===== config.mk =====
export PLATFORM = sky130hd
export DESIGN_NAME = uart_tx_arbiter_flat
export DESIGN_NICKNAME = d
export VERILOG_FILES = /design/src/rtl/uart_tx_arbiter_pkg.sv /design/src/rtl/uart_tx_arbiter_if.sv /design/src/rtl/uart_tx_arbiter_rr_pick.sv /design/src/rtl/uart_tx_arbiter.sv /design/src/flat_wrapper.sv
export SDC_FILE = /design/constraint.sdc
export NUM_CORES = 1
export LEC_CHECK = 0
export ABC_AREA = 1
export BUFFER_PORTS_ARGS = -buffer_cell sky130_fd_sc_hd__buf_2
export CORE_MARGIN = 3
export CORE_UTILIZATION = 47
export DETAILED_ROUTE_END_ITERATION = 6
export GPL_TIMING_DRIVEN = 1
export PLACE_DENSITY = 0.81
export SLEW_MARGIN = 20
export SYNTH_ARGS = -nofsm -noshare
export SYNTH_HDL_FRONTEND = slang
export SYNTH_HIERARCHICAL = 1
export SYNTH_SLANG_ARGS = --single-unit

===== constraint.sdc =====
create_clock -name i_clk -period 2.21 [get_ports i_clk]
set_input_delay 0.1105 -clock i_clk [delete_from_list [all_inputs] [get_ports i_clk]]
set_output_delay 0.1105 -clock i_clk [all_outputs]
set_load 0.05 [all_outputs]

===== src/rtl/uart_tx_arbiter_pkg.sv =====
// -----------------------------------------------------------------------------
// uart_arb_pkg
// Shared types and helpers for the UART transmit arbiter.
//   arb_state_t : arbiter state encoding (ARB_IDLE / ARB_XFER)
//   MAX_REQ     : largest supported requester count
//   clog2_req   : width of a requester index / round-robin pointer
// No ports (package).
// -----------------------------------------------------------------------------
package uart_arb_pkg;

  typedef enum logic [0:0] {
    ARB_IDLE = 1'b0,
    ARB_XFER = 1'b1
  } arb_state_t;

  localparam int MAX_REQ = 16;

  // Index width for n requesters; never below 1 so a 2-requester build
  // still gets a usable pointer. The loop bound covers MAX_REQ.
  function automatic int clog2_req(input int n);
    int w;
    w = 1;
    for (int k = 0; k < 5; k++) begin
      if ((32'sd1 << w) < n) begin
        w = w + 1;
      end else begin
        w = w;
      end
    end
    return w;
  endfunction

endpackage


===== src/rtl/uart_tx_arbiter_if.sv =====
// -----------------------------------------------------------------------------
// uart_tx_arbiter_if
// Bundles the requester streams and the transmitter handshake of the arbiter.
//   i_req_valid/i_req_data/i_req_last : requester byte streams (byte k at [8k+7:8k])
//   o_req_ready                       : per-requester accept strobe
//   o_wr/o_data                       : to the transmitter's i_wr/i_data
//   i_busy                            : from the transmitter's o_busy
//   o_grant                           : one-hot current owner
//   o_timeout                         : watchdog revoke pulse
// Modports: slave = arbiter side, master = requesters/transmitter side.
// -----------------------------------------------------------------------------
interface uart_tx_arbiter_if #(
  parameter int NUM_REQ = 4
);

  logic [NUM_REQ-1:0]   i_req_valid;
  logic [8*NUM_REQ-1:0] i_req_data;
  logic [NUM_REQ-1:0]   i_req_last;
  logic [NUM_REQ-1:0]   o_req_ready;
  logic                 o_wr;
  logic [7:0]           o_data;
  logic                 i_busy;
  logic [NUM_REQ-1:0]   o_grant;
  logic                 o_timeout;

  modport slave (
    input  i_req_valid, i_req_data, i_req_last, i_busy,
    output o_req_ready, o_wr, o_data, o_grant, o_timeout
  );

  modport master (
    output i_req_valid, i_req_data, i_req_last, i_busy,
    input  o_req_ready, o_wr, o_data, o_grant, o_timeout
  );

endinterface


===== src/rtl/uart_tx_arbiter_rr_pick.sv =====
// -----------------------------------------------------------------------------
// rr_pick
// Combinational round-robin search: first set request bit strictly after
// i_ptr, wrapping modulo NUM_REQ (i_ptr itself is checked last).
//   i_req  : request vector
//   i_ptr  : index of the most recent owner
//   o_pick : one-hot winner (zero when no request)
//   o_idx  : index of the winner
//   o_any  : at least one request present
// -----------------------------------------------------------------------------
module rr_pick
  import uart_arb_pkg::*;
#(
  parameter  int NUM_REQ = 4,
  localparam int PW      = clog2_req(NUM_REQ)
) (
  input  logic [NUM_REQ-1:0] i_req,
  input  logic [PW-1:0]      i_ptr,
  output logic [NUM_REQ-1:0] o_pick,
  output logic [PW-1:0]      o_idx,
  output logic               o_any
);

  logic [PW-1:0] w_cand;
  logic          w_found;

  // Walk candidates ptr+1, ptr+2, ... ptr (mod NUM_REQ); first hit wins.
  always_comb begin
    o_pick  = '0;
    o_idx   = '0;
    w_cand  = '0;
    w_found = 1'b0;
    for (int i = 1; i <= NUM_REQ; i++) begin
      w_cand = PW'((int'(i_ptr) + i) % NUM_REQ);
      if (!w_found && i_req[w_cand]) begin
        w_found        = 1'b1;
        o_pick[w_cand] = 1'b1;
        o_idx          = w_cand;
      end else begin
        w_found = w_found;
      end
    end
  end

  assign o_any = |i_req;

endmodule


===== src/rtl/uart_tx_arbiter.sv =====
// -----------------------------------------------------------------------------
// uart_tx_arbiter
// Round-robin, packet-locked arbiter sharing one wb_uart_tx between NUM_REQ
// byte-stream requesters. A grant is held until the owner's last byte is
// accepted by the transmitter, so messages never interleave.
//
// Ports:
//   i_clk   : system clock, rising edge
//   i_reset : synchronous, active-high reset
//   bus     : uart_tx_arbiter_if.slave (requester streams, transmitter
//             i_wr/i_data/o_busy, grant vector, timeout pulse)
//
// Parameters:
//   NUM_REQ        : requester count, 2..MAX_REQ
//   TIMEOUT_CYCLES : mid-packet stall limit (watchdog builds only)
//
// Build option:
//   UART_TX_ARBITER_TIMEOUT_EN : when defined, a watchdog revokes a grant
//   after TIMEOUT_CYCLES cycles without an accept. When undefined no counter
//   exists, o_timeout is 0 and a stalled owner keeps the transmitter.
// -----------------------------------------------------------------------------
module uart_tx_arbiter
  import uart_arb_pkg::*;
#(
  parameter int          NUM_REQ        = 4,
  parameter logic [31:0] TIMEOUT_CYCLES = 32'd2_500_000
) (
  input logic              i_clk,
  input logic              i_reset,
  uart_tx_arbiter_if.slave bus
);

  localparam int            PW      = clog2_req(NUM_REQ);
  // Pointer resets to the highest index so requester 0 is searched first.
  localparam logic [PW-1:0] PTR_RST = PW'(NUM_REQ - 1);

  arb_state_t         r_state;
  arb_state_t         w_state_nxt;
  logic [NUM_REQ-1:0] r_grant;
  logic [NUM_REQ-1:0] w_grant_nxt;
  logic [PW-1:0]      r_owner;
  logic [PW-1:0]      w_owner_nxt;
  logic [PW-1:0]      r_ptr;
  logic [PW-1:0]      w_ptr_nxt;

  logic [NUM_REQ-1:0] w_pick;
  logic [PW-1:0]      w_pick_idx;
  logic               w_any;

  logic               w_xfer;
  logic               w_own_valid;
  logic               w_own_last;
  logic [7:0]         w_own_data;
  logic               w_wr;
  logic               w_accept;
  logic               w_timeout;
  logic [NUM_REQ-1:0] w_ready;

  rr_pick #(
    .NUM_REQ (NUM_REQ)
  ) u_rr_pick (
    .i_req  (bus.i_req_valid),
    .i_ptr  (r_ptr),
    .o_pick (w_pick),
    .o_idx  (w_pick_idx),
    .o_any  (w_any)
  );

  assign w_xfer = (r_state == ARB_XFER);

  // Select the owner's valid/last/data lanes.
  always_comb begin
    w_own_valid = 1'b0;
    w_own_last  = 1'b0;
    w_own_data  = 8'h00;
    for (int k = 0; k < NUM_REQ; k++) begin
      if (r_owner == PW'(k)) begin
        w_own_valid = bus.i_req_valid[k];
        w_own_last  = bus.i_req_last[k];
        w_own_data  = bus.i_req_data[8*k +: 8];
      end else begin
        w_own_valid = w_own_valid;
      end
    end
  end

  // Write strobe follows the owner's valid directly; a gap in valid simply
  // drops o_wr and the transmitter sees nothing.
  assign w_wr     = w_xfer && w_own_valid;
  // Same condition the transmitter uses to latch a byte.
  assign w_accept = w_wr && !bus.i_busy;

  // Only the owner can be ready, and only while the transmitter is free.
  always_comb begin
    w_ready = '0;
    if (w_xfer) begin
      w_ready = r_grant & {NUM_REQ{!bus.i_busy}};
    end else begin
      w_ready = '0;
    end
  end

`ifdef UART_TX_ARBITER_TIMEOUT_EN
  logic [31:0] r_tcnt;
  logic [31:0] w_tcnt_nxt;

  // Fires in the last granted cycle; the revoke takes effect at the edge.
  assign w_timeout = w_xfer && !w_accept &&
                     (r_tcnt == (TIMEOUT_CYCLES - 32'd1));
`else
  assign w_timeout = 1'b0;
`endif

  // Next-state logic: arbitration in IDLE, packet lock and release in XFER.
  always_comb begin
    w_state_nxt = r_state;
    w_grant_nxt = r_grant;
    w_owner_nxt = r_owner;
    w_ptr_nxt   = r_ptr;
`ifdef UART_TX_ARBITER_TIMEOUT_EN
    w_tcnt_nxt  = r_tcnt;
`endif
    case (r_state)
      ARB_IDLE: begin
`ifdef UART_TX_ARBITER_TIMEOUT_EN
        w_tcnt_nxt = 32'd0;
`endif
        if (w_any) begin
          w_state_nxt = ARB_XFER;
          w_grant_nxt = w_pick;
          w_owner_nxt = w_pick_idx;
        end else begin
          w_grant_nxt = '0;
        end
      end
      ARB_XFER: begin
        if (w_accept) begin
`ifdef UART_TX_ARBITER_TIMEOUT_EN
          w_tcnt_nxt = 32'd0;
`endif
          if (w_own_last) begin
            w_state_nxt = ARB_IDLE;
            w_grant_nxt = '0;
            w_ptr_nxt   = r_owner;
          end else begin
            w_state_nxt = ARB_XFER;
          end
        end else if (w_timeout) begin
          // Watchdog revoke: the stalled owner goes to the back of the line.
          w_state_nxt = ARB_IDLE;
          w_grant_nxt = '0;
          w_ptr_nxt   = r_owner;
`ifdef UART_TX_ARBITER_TIMEOUT_EN
          w_tcnt_nxt  = 32'd0;
`endif
        end else begin
`ifdef UART_TX_ARBITER_TIMEOUT_EN
          w_tcnt_nxt  = r_tcnt + 32'd1;
`endif
          w_state_nxt = ARB_XFER;
        end
      end
      default: begin
        w_state_nxt = ARB_IDLE;
        w_grant_nxt = '0;
      end
    endcase
  end

  // Arbiter state, grant, owner index and round-robin pointer.
  always_ff @(posedge i_clk) begin
    if (i_reset) begin
      r_state <= ARB_IDLE;
      r_grant <= '0;
      r_owner <= '0;
      r_ptr   <= PTR_RST;
    end else begin
      r_state <= w_state_nxt;
      r_grant <= w_grant_nxt;
      r_owner <= w_owner_nxt;
      r_ptr   <= w_ptr_nxt;
    end
  end

`ifdef UART_TX_ARBITER_TIMEOUT_EN
  // Stall counter: cycles in XFER since the last accept.
  always_ff @(posedge i_clk) begin
    if (i_reset) begin
      r_tcnt <= 32'd0;
    end else begin
      r_tcnt <= w_tcnt_nxt;
    end
  end
`endif

  assign bus.o_wr        = w_wr;
  assign bus.o_data      = w_xfer ? w_own_data : 8'h00;
  assign bus.o_req_ready = w_ready;
  assign bus.o_grant     = r_grant;
  assign bus.o_timeout   = w_timeout;

endmodule


===== src/flat_wrapper.sv =====
// flat-port wrapper written by rule: the top's interface ports become plain ports
module uart_tx_arbiter_flat import uart_arb_pkg::*;
#(
  parameter int          NUM_REQ        = 4,
  parameter logic [31:0] TIMEOUT_CYCLES = 32'd2_500_000
)
  (i_clk, i_reset, bus_i_req_valid, bus_i_req_data, bus_i_req_last, bus_i_busy, bus_o_req_ready, bus_o_wr, bus_o_data, bus_o_grant, bus_o_timeout);
  uart_tx_arbiter_if #(.NUM_REQ(NUM_REQ)) bus_i ();
  input logic i_clk;
  input logic i_reset;
  input wire logic [$bits(bus_i.i_req_valid)-1:0] bus_i_req_valid;
  input wire logic [$bits(bus_i.i_req_data)-1:0] bus_i_req_data;
  input wire logic [$bits(bus_i.i_req_last)-1:0] bus_i_req_last;
  input wire logic [$bits(bus_i.i_busy)-1:0] bus_i_busy;
  output wire logic [$bits(bus_i.o_req_ready)-1:0] bus_o_req_ready;
  output wire logic [$bits(bus_i.o_wr)-1:0] bus_o_wr;
  output wire logic [$bits(bus_i.o_data)-1:0] bus_o_data;
  output wire logic [$bits(bus_i.o_grant)-1:0] bus_o_grant;
  output wire logic [$bits(bus_i.o_timeout)-1:0] bus_o_timeout;
  assign bus_i.i_req_valid = bus_i_req_valid;
  assign bus_i.i_req_data = bus_i_req_data;
  assign bus_i.i_req_last = bus_i_req_last;
  assign bus_i.i_busy = bus_i_busy;
  assign bus_o_req_ready = bus_i.o_req_ready;
  assign bus_o_wr = bus_i.o_wr;
  assign bus_o_data = bus_i.o_data;
  assign bus_o_grant = bus_i.o_grant;
  assign bus_o_timeout = bus_i.o_timeout;
  uart_tx_arbiter #(.NUM_REQ(NUM_REQ), .TIMEOUT_CYCLES(TIMEOUT_CYCLES)) u_core (.i_clk(i_clk), .i_reset(i_reset), .bus(bus_i));
endmodule

# Word-level counts from Yosys, hierarchy flattened

Cells that the tools add are included.

Mux-type cells: 49
Shift-type cells: 0
Reduce and logical (&&, ||, !) cells: 18
$mul: 0
Add/subtract/negate cells: 4
Eq/ne operators: 5
Order comparisons: 8
Div/mod/pow operators: 0
Bitwise operators: 5

Operator list:

| kind                  | count |
|---|---|
| $mux W8               | 5 |
| $mux W4               | 8 |
| $mux W1               | 22 |
| $lt A2 B3 Y1 const B  | 4 |
| $or A4 B4 Y4          | 3 |
| $logic_and A1 B1 Y1   | 9 |
| $bmux W1 S2           | 4 |
| $demux W1 S2          | 4 |
| $ge A2 B1 Y1 const B  | 4 |
| $mux W2               | 4 |
| $pmux W4 S2           | 1 |
| $add A2 B1 Y2 const B | 2 |
| $add A2 B2 Y2 const B | 2 |
| $and A4 B4 Y4         | 1 |
| $eq A2 B2 Y1 const B  | 2 |
| $logic_not A1 Y1      | 4 |
| $ne A2 B2 Y1 const B  | 2 |
| $reduce_and A2 Y1     | 2 |
| $reduce_or A4 Y1      | 1 |
| $reduce_and A3 Y1     | 1 |
| $eq A2 B1 Y1 const B  | 1 |
| $logic_not A2 Y1      | 1 |
| $pmux W1 S2           | 1 |
| $not A1 Y1            | 1 |

Register bits: 9
Output and inout bits: 18
Input bits: 43
Bits in latches: 0
RAM bits: 0
Word-level logic and storage cells: 93
Memories: 0
Bits in read-only memories: 0

# Depth between registers and ports, before layout

Depth in word-level cells: 15
Gate-level depth with buffers: 12
Gate-level depth less buffers: 11

# Hierarchy

Netlist, hierarchy kept.

Modules (own cells, without submodules):

| module          | sequential area each (um^2) | area an instance (um^2) | cells an instance | instances |
|---|---|---|---|---|
| uart_tx_arbiter | 180.2                       | 737.0                   | 122               | 1 |
| rr_pick         | 0.0                         | 528.0                   | 86                | 1 |

# Least setup slack after synthesis

No wires, ideal clock.

Path kind: reg2reg
From: reg u_core.r_ptr[0]
To: reg u_core.r_owner[1]
Arrival time: 1758 ps
Clock period less this slack: 1827 ps
Setup slack: 383 ps
Cell stages (with the launch flop): 13
Setup time: 70 ps
Path through: dfxtp_1 > buf_6 > inv_6 > ha_1 > inv_1 > nand3_1 > nand2_1 > nand2_1 > nor2_1 > nand2_1 > nand3_1 > o21ai_0 > a21oi_1

Word-level cells in the longest chain between the ends: 13
Elaborated cells between the ends (all ways): 25

RTL lines:

| what                          | RTL line                      | RTL |
|---|---|---|
| start: declaration            | uart_tx_arbiter.sv:43         | `logic [PW-1:0] r_ptr;` |
| start signal: assignment      | uart_tx_arbiter.sv:181        | `r_ptr <= w_ptr_nxt;` |
| $add A2 B1 Y2                 | uart_tx_arbiter_rr_pick.sv:34 | `w_cand = PW'((int'(i_ptr) + i) % NUM_REQ);` |
| $bmux W1 S2                   | uart_tx_arbiter_rr_pick.sv:35 | `if (!w_found && i_req[w_cand]) begin` |
| $mux W1 (not written as such) | uart_tx_arbiter_rr_pick.sv:35 |  |
| $mux W1                       | uart_tx_arbiter_rr_pick.sv:35 |  |
| $logic_not A1 Y1              | uart_tx_arbiter_rr_pick.sv:35 |  |
| $logic_and A1 B1 Y1           | uart_tx_arbiter_rr_pick.sv:35 |  |
| $mux W1                       | uart_tx_arbiter_rr_pick.sv:35 |  |
| $logic_not A1 Y1              | uart_tx_arbiter_rr_pick.sv:35 |  |
| $logic_and A1 B1 Y1           | uart_tx_arbiter_rr_pick.sv:35 |  |
| $mux W1                       | uart_tx_arbiter_rr_pick.sv:35 |  |
| $logic_not A1 Y1              | uart_tx_arbiter_rr_pick.sv:35 |  |
| $logic_and A1 B1 Y1           | uart_tx_arbiter_rr_pick.sv:35 |  |
| $mux W2 (*)                   | uart_tx_arbiter_rr_pick.sv:35 |  |
| net u_core.w_pick_idx[1]      | uart_tx_arbiter.sv:47         | `logic [PW-1:0] w_pick_idx;` |
| end signal: assignment        | uart_tx_arbiter.sv:180        | `r_owner <= w_owner_nxt;` |
| end: declaration              | uart_tx_arbiter.sv:41         | `logic [PW-1:0] r_owner;` |

The timed path passes the listed nets; every way through them passes the cells marked *. The select of a mux whose other input is x is not followed.
A chain may end at the register's enable or synchronous reset.

# Worst setup path after layout

From: reg u_core.r_owner[1]
To: out bus_o_data[2]

Word-level cells in the longest chain between the ends: 6
Elaborated cells between the ends (all ways): 9

RTL lines:

| what                 | RTL line               | RTL |
|---|---|---|
| $logic_not A2 Y1     | uart_tx_arbiter.sv:77  | `if (r_owner == PW'(k)) begin` |
| $mux W8 (3 in a row) | uart_tx_arbiter.sv:77  |  |
| $mux W8 (*)          | uart_tx_arbiter.sv:77  |  |
| $mux W8 (*)          | uart_tx_arbiter.sv:197 | `assign bus.o_data = w_xfer ? w_own_data : 8'h00;` |
| end: declaration     | flat_wrapper.sv:17     | `output wire logic [$bits(bus_i.o_data)-1:0] bus_o_data;` |

Every way passes the cells marked *; elsewhere a longest branch is shown, timed or not.

==> impl_metrics.env <==
export IMPL_die_h_um=57.9
export IMPL_timing_final_crit_share_pct=87.6
export IMPL_antenna_left=0
export IMPL_dpl_hpwl_mm=2.85
export IMPL_cts_root_buf="clkbuf_4"
export IMPL_worst_hold_path_type="primary input to register"
export IMPL_antenna_found_initial=0
export IMPL_initial_core_util_pct=50.1
export IMPL_multi_input_area_sq_um=956
export IMPL_ctsHoldBuffers=0
export IMPL_grt_max_degree=15
export IMPL_syn_num_nets=259
export IMPL_hold_violations=0
export IMPL_power_leakage_nw=0.886
export IMPL_die_x_um=57.9
export IMPL_layout_drive_gt1_share_pct=32.0
export IMPL_grt_pass1_wl_mm=5.88
export IMPL_clock_path_buffers=2
export IMPL_worstPathMaxFanout=12
export IMPL_rsz0062_at_grt="false"
export IMPL_vdd_drop_max_v=0.000329
export IMPL_antenna_cells=0
export IMPL_startpoint_type="register"
export IMPL_ys_warn_count=6
export IMPL_clkTransAtPathRegs_ps=60
export IMPL_yosysTopAreaCell="nand2_1"
export IMPL_routed_wl_mm=3.59
export IMPL_period_minus_slack_ps=1940
export IMPL_power_density_nw_per_um2=515
export IMPL_grt_overflow_total=0
export IMPL_crit_required_ps=2100
export IMPL_highest_layer="met4"
export IMPL_wl_met2_mm=1.75
export IMPL_slew_violations=0
export IMPL_vias_per_cell=5.29
export IMPL_wl_met1_mm=1.46
export IMPL_syn_inst=208
export IMPL_vias=1581
export IMPL_numCtsBuffers=3
export IMPL_wl_per_cell_um=12.0
export IMPL_fin_nets=321
export IMPL_drt_iter0_markers=111
export IMPL_pre_cts_ws_ps=368
export IMPL_regArea_sq_um=180
export IMPL_post_cts_resize_count=0
export IMPL_avgSynthCellArea_sq_um=6.08
export IMPL_port_buffers=59
export IMPL_rows=18
export IMPL_ys_ff_latch=9
export IMPL_postCtsSetupRepairBufs=0
export IMPL_dr_pass1_iters=4
export IMPL_dr_wl_met3_um=357
export IMPL_mostFrequentLayoutCells="buf_2 (59), nand2_1 (52), nand3_1 (31), inv_1 (17), a21oi_1 (17)"
export IMPL_skew_ps=2.27
export IMPL_areaGrowthSynthToFinish_pct=26.9
export IMPL_gp_congestion=0.986
export IMPL_synth_area_leaders="nand2_1 (15%), dfxtp_1 (14%), nand3_1 (12%), ha_1 (7.9%), a21oi_1 (6.7%)"
export IMPL_htree_levels=1
export IMPL_grt_total_usage_pct=21.8
export IMPL_tightest_slew_ps=515
export IMPL_fin_ws_ps=274
export IMPL_path_class="register to primary output"
export IMPL_coreArea_sq_um=2520
export IMPL_grt_pass1_vias=1334
export IMPL_cts_sinks=9
export IMPL_status="finished clean"
export IMPL_fin_setup_tns_ps=0
export IMPL_synth_cell_types=28
export IMPL_max_freq_mhz=517
export IMPL_cts_tree="built"
export IMPL_slew_headroom_pct=65.6
export IMPL_end_kind="primary output"
export IMPL_ios=61
export IMPL_final_common_cell="buf_2"
export IMPL_netlist_area_sq_um=1260
export IMPL_drc_errors=0
export IMPL_yosysTopAreaCellShare_pct=15.4
export IMPL_clkLatencyLatePin_ps=270
export IMPL_fill_cells=257
export IMPL_maxCapViolations=0
export IMPL_ys_seq_area_share_pct=14.2
export IMPL_setup_violations=0
export IMPL_die_area_sq_um=3350
export IMPL_cp_arrival_ps=1830
-- worst max-delay path: stages, from the launching register on --
cell,delay [ps]
dfxtp_1,470
inv_2,230
nand2_1,70
inv_1,160
nand2_1,70
nand2_1,60
o21ai_0,70
a21oi_1,140
buf_2,290
-- through the flow --
| step | utilization [%] | hold slack, ps | std cells | total power, mW | cell area [sq um] |
|---|---|---|---|---|---|
| final | 63.6 | 73.5 | 299 | 0.827 | 1610 |
| after global routing | 63.6 | 65.3 | 299 | 0.901 | 1610 |
| after floorplan | - | 180 | 208 | 0.580 | 1260 |
| after detailed placement | 62.6 | 348 | 295 | 0.697 | 1580 |
| after global placement | 62.6 | 352 | 295 | 0.692 | 1580 |
| after CTS | 63.6 | 60.7 | 299 | 0.831 | 1610 |
-- cell type report --
cell class / instances / share of cell area, %
multi-input cells: 172 / 59.5
repair buffers: 62 / 19.8
flip-flops and latches: 9 / 11.2
inverters: 22 / 5.46
well taps: 30 / 2.34
clock buffers: 4 / 1.64
-- registers in the layout, indices dropped and copies added (netlist names) --
name                flops
u_core/bus.o_grant      4
u_core/r_owner          2
u_core/r_ptr            2
u_core/r_state          1
-- Yosys cell counts --
master    number
dfxtp_1        9
inv_2          4
o21ai_0       15
inv_1         17
buf_6          2
nand2_8        1
or2_0          1
nand3_2        1
nor2_2         4
nand3_4        2
o21ai_1        4
nor2_1        16
a21oi_1       17
nor2_8         1
a21boi_0       4
clkbuf_1       1
o221ai_1       1
o22ai_1        1
nand2_4        4
nand2_2        3
nand2_1       52
nand3_1       31
ha_1           8
buf_4          2
nand4_1        1
conb_1         1
o211ai_1       4
inv_6          1
-- kinds of logic after synthesis --
| logic type | Yosys count | share of synthesized area [%] |
|---|---|---|
| flops | 9 | 14.2 |
| fa+ha+maj | 8 | 7.91 |
| other cells | 1 | 0.296 |
| buf+inv | 27 | 10.2 |
| compound gates | 46 | 20.2 |
| simple gates | 117 | 47.2 |
-- final timing paths --
check                                        endpoint  cells after the start             startpoint  slack (ps)
worst max-delay path                    bus_o_data[2]                      8      u_core/r_owner[1]         270
worst max register to register  u_core/bus.o_grant[3]                     11        u_core/r_ptr[0]         320
worst min register to register  u_core/bus.o_grant[2]                      2  u_core/bus.o_grant[2]         490
worst min-delay path            u_core/bus.o_grant[2]                      2                i_reset          70
-- power by group --
part / leakage, nW / switching [mW] / internal (mW)
Sequential: 0.0739 / 0.0272 / 0.178
Combinational: 0.797 / 0.338 / 0.154
Clock: 0.0150 / 0.0604 / 0.0698
-- layer usage --
metal | up-vias | track usage (%)
met5 | - | 0
met4 | 0 | 8.28
met3 | 2 | 4.01
met2 | 65 | 38.1
met1 | 701 | 26.5
li1 | 813 | -
(Power assumes the default switching activity.)
